--- src/rtl/wr_skid_buf.sv ---
// wr_skid_buf: two-entry skid buffer in front of the write side of an async FIFO.
// Words accepted on the s_valid/s_ready handshake are pushed in order to the FIFO
// write stage through winc/wdata; s_ready is registered, so the spare slot absorbs
// the word that arrives in the cycle wfull stalls the head.
// Ports:
//   wclk, wrst_n      clock, synchronous active-low reset
//   s_valid, s_data, s_last, s_ready   upstream handshake (s_ready registered)
//   wfull             FIFO full flag (combinationally gates winc)
//   winc, wdata       FIFO write strobe and data (combinational from state)
//   pkt_cnt           packets whose last word has been pushed (wraps)
// Optional feature: define WR_SKID_STATS_EN to add saturating word_cnt/stall_cnt.
module wr_skid_buf #(
    parameter int unsigned DSIZE   = 8,
    parameter int unsigned CNTSIZE = 16
) (
    input  logic               wclk,
    input  logic               wrst_n,
    input  logic               s_valid,
    input  logic [DSIZE-1:0]   s_data,
    input  logic               s_last,
    output logic               s_ready,
    input  logic               wfull,
    output logic               winc,
    output logic [DSIZE-1:0]   wdata,
    output logic [CNTSIZE-1:0] pkt_cnt
`ifdef WR_SKID_STATS_EN
    ,
    output logic [CNTSIZE-1:0] word_cnt,
    output logic [CNTSIZE-1:0] stall_cnt
`endif
);

    localparam logic [1:0] ST_EMPTY = 2'd0;
    localparam logic [1:0] ST_ONE   = 2'd1;
    localparam logic [1:0] ST_TWO   = 2'd2;

    logic [1:0]         state;
    logic [1:0]         state_nxt;
    logic [DSIZE-1:0]   h_data;
    logic [DSIZE-1:0]   h_data_nxt;
    logic               h_last;
    logic               h_last_nxt;
    logic [DSIZE-1:0]   sp_data;
    logic [DSIZE-1:0]   sp_data_nxt;
    logic               sp_last;
    logic               sp_last_nxt;
    logic [CNTSIZE-1:0] pkt_cnt_nxt;
    logic               accept;

    // Write strobe and data come straight from the head slot.
    assign winc   = (state != ST_EMPTY) && !wfull;
    assign wdata  = h_data;
    assign accept = s_valid && s_ready;

    // Next-state and slot-update logic.
    always_comb begin
        state_nxt   = state;
        h_data_nxt  = h_data;
        h_last_nxt  = h_last;
        sp_data_nxt = sp_data;
        sp_last_nxt = sp_last;
        pkt_cnt_nxt = pkt_cnt;

        if (winc && h_last) begin
            pkt_cnt_nxt = pkt_cnt + CNTSIZE'(1);
        end

        case (state)
            ST_EMPTY: begin
                if (accept) begin
                    state_nxt  = ST_ONE;
                    h_data_nxt = s_data;
                    h_last_nxt = s_last;
                end
            end
            ST_ONE: begin
                if (accept && winc) begin
                    h_data_nxt = s_data;
                    h_last_nxt = s_last;
                end else if (accept) begin
                    state_nxt   = ST_TWO;
                    sp_data_nxt = s_data;
                    sp_last_nxt = s_last;
                end else if (winc) begin
                    state_nxt = ST_EMPTY;
                end
            end
            ST_TWO: begin
                // s_ready is low here, so only the head can move.
                if (winc) begin
                    state_nxt  = ST_ONE;
                    h_data_nxt = sp_data;
                    h_last_nxt = sp_last;
                end
            end
            default: state_nxt = ST_EMPTY;
        endcase
    end

    // State and slot registers.
    always_ff @(posedge wclk) begin
        if (!wrst_n) begin
            state   <= ST_EMPTY;
            s_ready <= 1'b0;
            pkt_cnt <= '0;
            h_data  <= '0;
            h_last  <= 1'b0;
            sp_data <= '0;
            sp_last <= 1'b0;
        end else begin
            state   <= state_nxt;
            s_ready <= (state_nxt != ST_TWO);
            pkt_cnt <= pkt_cnt_nxt;
            h_data  <= h_data_nxt;
            h_last  <= h_last_nxt;
            sp_data <= sp_data_nxt;
            sp_last <= sp_last_nxt;
        end
    end

`ifdef WR_SKID_STATS_EN
    // Saturating push and stall counters.
    always_ff @(posedge wclk) begin
        if (!wrst_n) begin
            word_cnt  <= '0;
            stall_cnt <= '0;
        end else begin
            if (winc && (word_cnt != '1)) begin
                word_cnt <= word_cnt + CNTSIZE'(1);
            end
            if ((state != ST_EMPTY) && wfull && (stall_cnt != '1)) begin
                stall_cnt <= stall_cnt + CNTSIZE'(1);
            end
        end
    end
`endif

endmodule

--- config.mk ---
export PLATFORM = sky130hd
export DESIGN_NAME = wr_skid_buf
export DESIGN_NICKNAME = d
export VERILOG_FILES = /design/src/rtl/wr_skid_buf.sv
export SDC_FILE = /design/constraint.sdc
export NUM_CORES = 1
export LEC_CHECK = 0
export CORE_MARGIN = 3
export CORE_UTILIZATION = 44
export CTS_CLUSTER_DIAMETER = 100
export DETAILED_ROUTE_END_ITERATION = 10
export PLACE_DENSITY = 0.8
export SYNTH_ARGS = -nofsm -noshare
export SYNTH_HDL_FRONTEND = slang
export SYNTH_SLANG_ARGS = --single-unit
--- constraint.sdc ---
create_clock -name wclk -period 1.5 [get_ports wclk]
set_input_delay 0.15 -clock wclk [delete_from_list [all_inputs] [get_ports wclk]]
set_output_delay 0.15 -clock wclk [all_outputs]
set_load 0.01 [all_outputs]
-- Word-level counts from Yosys, hierarchy flattened
Index checks and enable logic that the tools add are counted.
- flip-flop bits (word level): 37
- input port bits: 13
- output and inout port bits: 26
- add/sub/neg operators: 1
- eq/ne operators: 6
- muxes and demuxes: 14
- bitwise operators: 1
- reductions and logical operators: 10
- operators with widths (cell ; number):
    2-to-1 mux 8 bit ; 3
    one-hot mux 8 bit (3 select lines) ; 1
    adder 16 x 1 -> 16 bit, second input constant ; 1
    2-to-1 mux 2 bit ; 5
    inequality test 2 bit, second input constant ; 4
    one-hot mux 2 bit (3 select lines) ; 1
    logical AND 1 bit ; 4
    AND reduction 4 bit ; 1
    2-to-1 mux 1 bit ; 3
    one-hot mux 1 bit (3 select lines) ; 1
    AND reduction 3 bit ; 1
    nonzero test 3 bit ; 1
    equality test 2 x 1 -> 1 bit, second input constant ; 1
    equality test 2 bit, second input constant ; 1
    logical NOT 2 bit ; 1
    nonzero test 2 bit ; 1
    logical NOT 1 bit ; 1
    NOT 1 bit ; 1

-- Depth between registers and ports, before layout
- depth after elaboration: 7
- gate-level depth with buffers: 6
- gate-level depth less buffers: 5

-- Least setup slack after synthesis
OpenSTA, ideal clock, no wires.
- path kind: flip-flop to flip-flop
- from: reg pkt_cnt[3]
- to: reg pkt_cnt[15]
- library setup time: 0.071 ns
- arrival: 1.401 ns
- required time: 1.429 ns
- slack: 0.029 ns
- cell stages (with the launch flop): 5
- path buffers: 0
- cells stage by stage: dfxtp_1 and3_1 nand4_4 or4_1 a21oi_1
- word-level cells in the longest chain between the ends: 1
- RTL lines (item ; line ; text):
    start, declared ; 25 ; output logic [CNTSIZE-1:0] pkt_cnt
    start signal, assigned ; 113 ; pkt_cnt <= pkt_cnt_nxt;
    adder 16 x 1 -> 16 bit ; 65 ; pkt_cnt_nxt = pkt_cnt + CNTSIZE'(1);
No other way between the ends.
A chain may end at the register's enable or synchronous reset.

-- Final worst setup path
- from: in wfull
- to: reg pkt_cnt[13]
- word-level cells in the longest chain between the ends: 3
- RTL lines (item ; line ; text):
    start, declared ; 22 ; input logic wfull,
    logical NOT 1 bit ; 51 ; assign winc = (state != ST_EMPTY) && !wfull;
    logical AND 1 bit ; 51 ;
    logical AND 1 bit ; 64 ; if (winc && h_last) begin
No other way between the ends.

==> flow_summary_export.csv <==
group,metric,value,unit
layout,fin_nets,251,
cts,clkLatencyLatePin,280,ps
worst_hold_path,hold_path_class,"flop to flop",
synthesis,syn_avg_cell_area,9.255,sq um
synthesis,synth_compound_area_share,12.51,%
sta,finalCriticalPeriod,1483,ps
setup_path,crit_type,"input port to flop",
global_route,grt_overflow_total,0,
routing,detail_route.first_pass.iterations,4,
synthesis,synth_top_flop_cell,"dfxtp_1",
synthesis,yosys.area_share.adder,0.7770,%
cts,cts_root_buffer,"clkbuf_8",
sta,worstMarginPinSlew,305.7,ps
synthesis,netlist.area_leader.share,46.00,%
synthesis,syn_area,0.001610,sq mm
power,p_int,1.788,mW
routing,first_iter_violations,86,
routing,ant_nets,0,
synthesis,synth_warnings,0,
synthesis,syn-num-nets,188,
placement,dp_hpwl,2399,um
power,netSwitchingFraction,20.41,%
sta,setup_viol,0,
placement,port_buffers,38,
setup_path,worstSetupStartpoint,"wfull",
synthesis,synth.distinct_cells,32,
sta,hold_viol,0,
synthesis,synth_top_area_cell,"dfxtp_1",
synthesis,synthMuxAreaShare,12.43,%
power,power_frac_seq,45.6,%
floorplan,num_rows,21,
routing,drcViolationCount,0,
setup_path,r2r_cells,5,
floorplan,die_x,66.50,um
synthesis,ys_ff_latch,37,
cts,path_clk_slew,70,ps
placement,place_congestion,0.7964,
global_route,grt_use_total,16.28,%
layout,area_growth,48.80,%
placement,dpl-instance-area,0.002183,sq mm
synthesis,synth-xor-area-share,3.263,%
routing,vias,1448,
sta,fin_ws,17.10,ps
synthesis,synth_area_leaders,"dfxtp_1 46%, mux2i_1 12%, nor2_1 6.1%",
layout,num_antenna_cells,0,
routing,vias_per_cell,5.099,
job,drv_cap,0,
setup_path,crit_end,"pkt_cnt[13]",
sta,finalSetupTns,0,ps
global_route,grt_start_max_net_pins,22,
routing,drt_wl_total,3593,um
cts,clock_path_buffers,2,
setup_path,r2r_slack,50,ps
synthesis,async_flop_share,0,%
cts,cts_made_buffers,5,
power,power.density,937.5,mW/mm^2
sta,skew,4.836,ps
synthesis,synth_top_family_by_area,"simple AND/OR/NAND/NOR gates",
run_status,status,"complete, no violations",
routing,wl_per_cell,12.65,um
sta,fin_crit_sh,98.86,%
setup_path,cp_max_fo,8,
floorplan,core,0.003442,sq mm
sta,slew_viol_final,0,
synthesis,ys_seq_area_share,46.00,%
floorplan,start_util,46.78,%
setup_path,required,1710,ps
global_route,antenna_found_initial,0,
power,power_leakage,0.9942,nW
synthesis,synthCells,174,
layout,postLayoutCellArea,0.002396,sq mm
floorplan,die_area,0.004422,sq mm
sta,fmax,674.4,MHz
global_route,grt_pass1_wl,5561,um
cts,ctsHoldBuffers,0,
setup_path,rr_startpoint,"state[1]",
power,power,2.246,mW
power,power.switching,0.4585,mW
synthesis,synth_edf_count,0,
synthesis,post_synth_and_or_nand_nor_area_fraction,20.67,%
floorplan,pin_count,39,
cts,cts_tree,"built",
layout,layout-drive-gt1-share,20.17,%
floorplan,die_h,66.50,um
setup_path,critPathLaunchType,"input port",
power,p_comb_share,9.4,%
sta,slew_headroom,79.59,%
setup_path,critPathArrivalTime,1700,ps
power,pwr-share-clk,44.9,%
global_route,grt_pass1_vias,1345,
power,max-vdd-ir-drop,0.6137,mV
cts,h-tree-depth,2,
setup_path,end_kind,"flop",
cts,cts_sinks,37,
setup_path,rr_endpoint,"pkt_cnt[13]",
placement,post-place-ws,-279.3,ps
[power by group through the flow]
| stage | clock network, mW | logic (mW) | registers, mW |
|---|---|---|---|
| finish | 1.01 | 0.212 | 1.03 |
| global route | 1.06 | 0.234 | 1.03 |
| CTS | 1.03 | 0.213 | 1.02 |
| detailed placement | 0 | 0.210 | 1.05 |
| global placement | 0 | 0.209 | 1.05 |
| floorplan | 0 | 0.0891 | 1.05 |
[Yosys cell counts (all sizes together) (6+ instances only)]
master and instances:
mux2i 20, or3 8, o21ai 8, a211oi 9, nor2 26, nand3 6, nand2 6, dfxtp 37
a21oi 10, buf 6
[area by class of cell]
| type | count | area [sq um] |
|---|---|---|
| multi-input combinational | 123 | 847.1 |
| tap | 46 | 57.56 |
| clock buffer | 5 | 68.82 |
| sequential | 37 | 745.7 |
| fill | 257 | 1046 |
| inverter | 6 | 22.52 |
| timing repair buffer | 64 | 589.3 |
| clock inverter | 3 | 65.06 |
[worst min path at each step]
stage	start	cells after the start	slack, ps	end
floorplan	wrst_n	1	270	state[1]
global placement	sp_data[7]	2	470	sp_data[7]
detailed placement	sp_data[3]	2	480	sp_data[3]
CTS	wrst_n	2	480	state[1]
global route	pkt_cnt[1]	2	490	pkt_cnt[1]
finish	pkt_cnt[1]	2	480	pkt_cnt[1]
[cells by family after synthesis]
kind of cell | count (synthesis)
AOI/OAI and AO/OA | 32
and+or+nand+nor | 63
muxes | 20
xor gates and xnor gates | 6
adders and majority gates | 1
DFF | 37
buffers and inverters | 15
[sequential cells by signal (all words and copies together), names as in the netlist]
| register | count |
|---|---|
| s_ready | 1 |
| h_last | 1 |
| sp_last | 1 |
| state | 2 |
| pkt_cnt | 16 |
| sp_data | 8 |
| wdata | 8 |
[layer usage]
metal | part of all wire [%] | wire, um | track usage (%)
met4 | 1.4 | 51 | 9.391
met3 | 4.7 | 169 | 3.879
met2 | 47 | 1705 | 26.02
met5 | 0 | 0 | 0
met1 | 46 | 1666 | 19.79
[worst max-delay path, stage by stage]
cell             delay (ps)
clkdlybuf4s50_1         440
o21ba_4                 310
nand4_4                 110
buf_4                   180
or3_1                   360
a21oi_1                 140
[metrics by stage]
step	utilization, %	hold slack [ps]	cells
floorplan	-	271.7	174
global route	69.61	494.2	284
CTS	67.72	484.1	279
detailed placement	63.43	481.2	271
global placement	63.43	471.8	271
finish	69.61	478.7	284
[placed cells by master (no fill, tap or decap), types with 2 or more instances in the layout]
master and n:
and3_4 2, nand4_4 2, xor2_1 5, nand2_1 6
buf_4 25, clkbuf_8 5, mux2i_1 20, nand4_1 3
nand3_1 6, inv_1 5, dfxtp_1 33, o21ai_0 8
dfxtp_2 4, or3_1 8, bufinv_16 2, and2_1 4
clkdlybuf4s50_1 36, a21oi_1 10, nor2_1 26, a211oi_1 9
[what timing repair did]
item                       4_1_cts  5_1_grt
hold endpoints to repair         0        0
cloned                           0        1
gates resized for setup          4       12
buffers inserted                 0        4
pin swaps                        0        2
setup endpoints to repair        5       17
(Power assumes the default switching activity.)
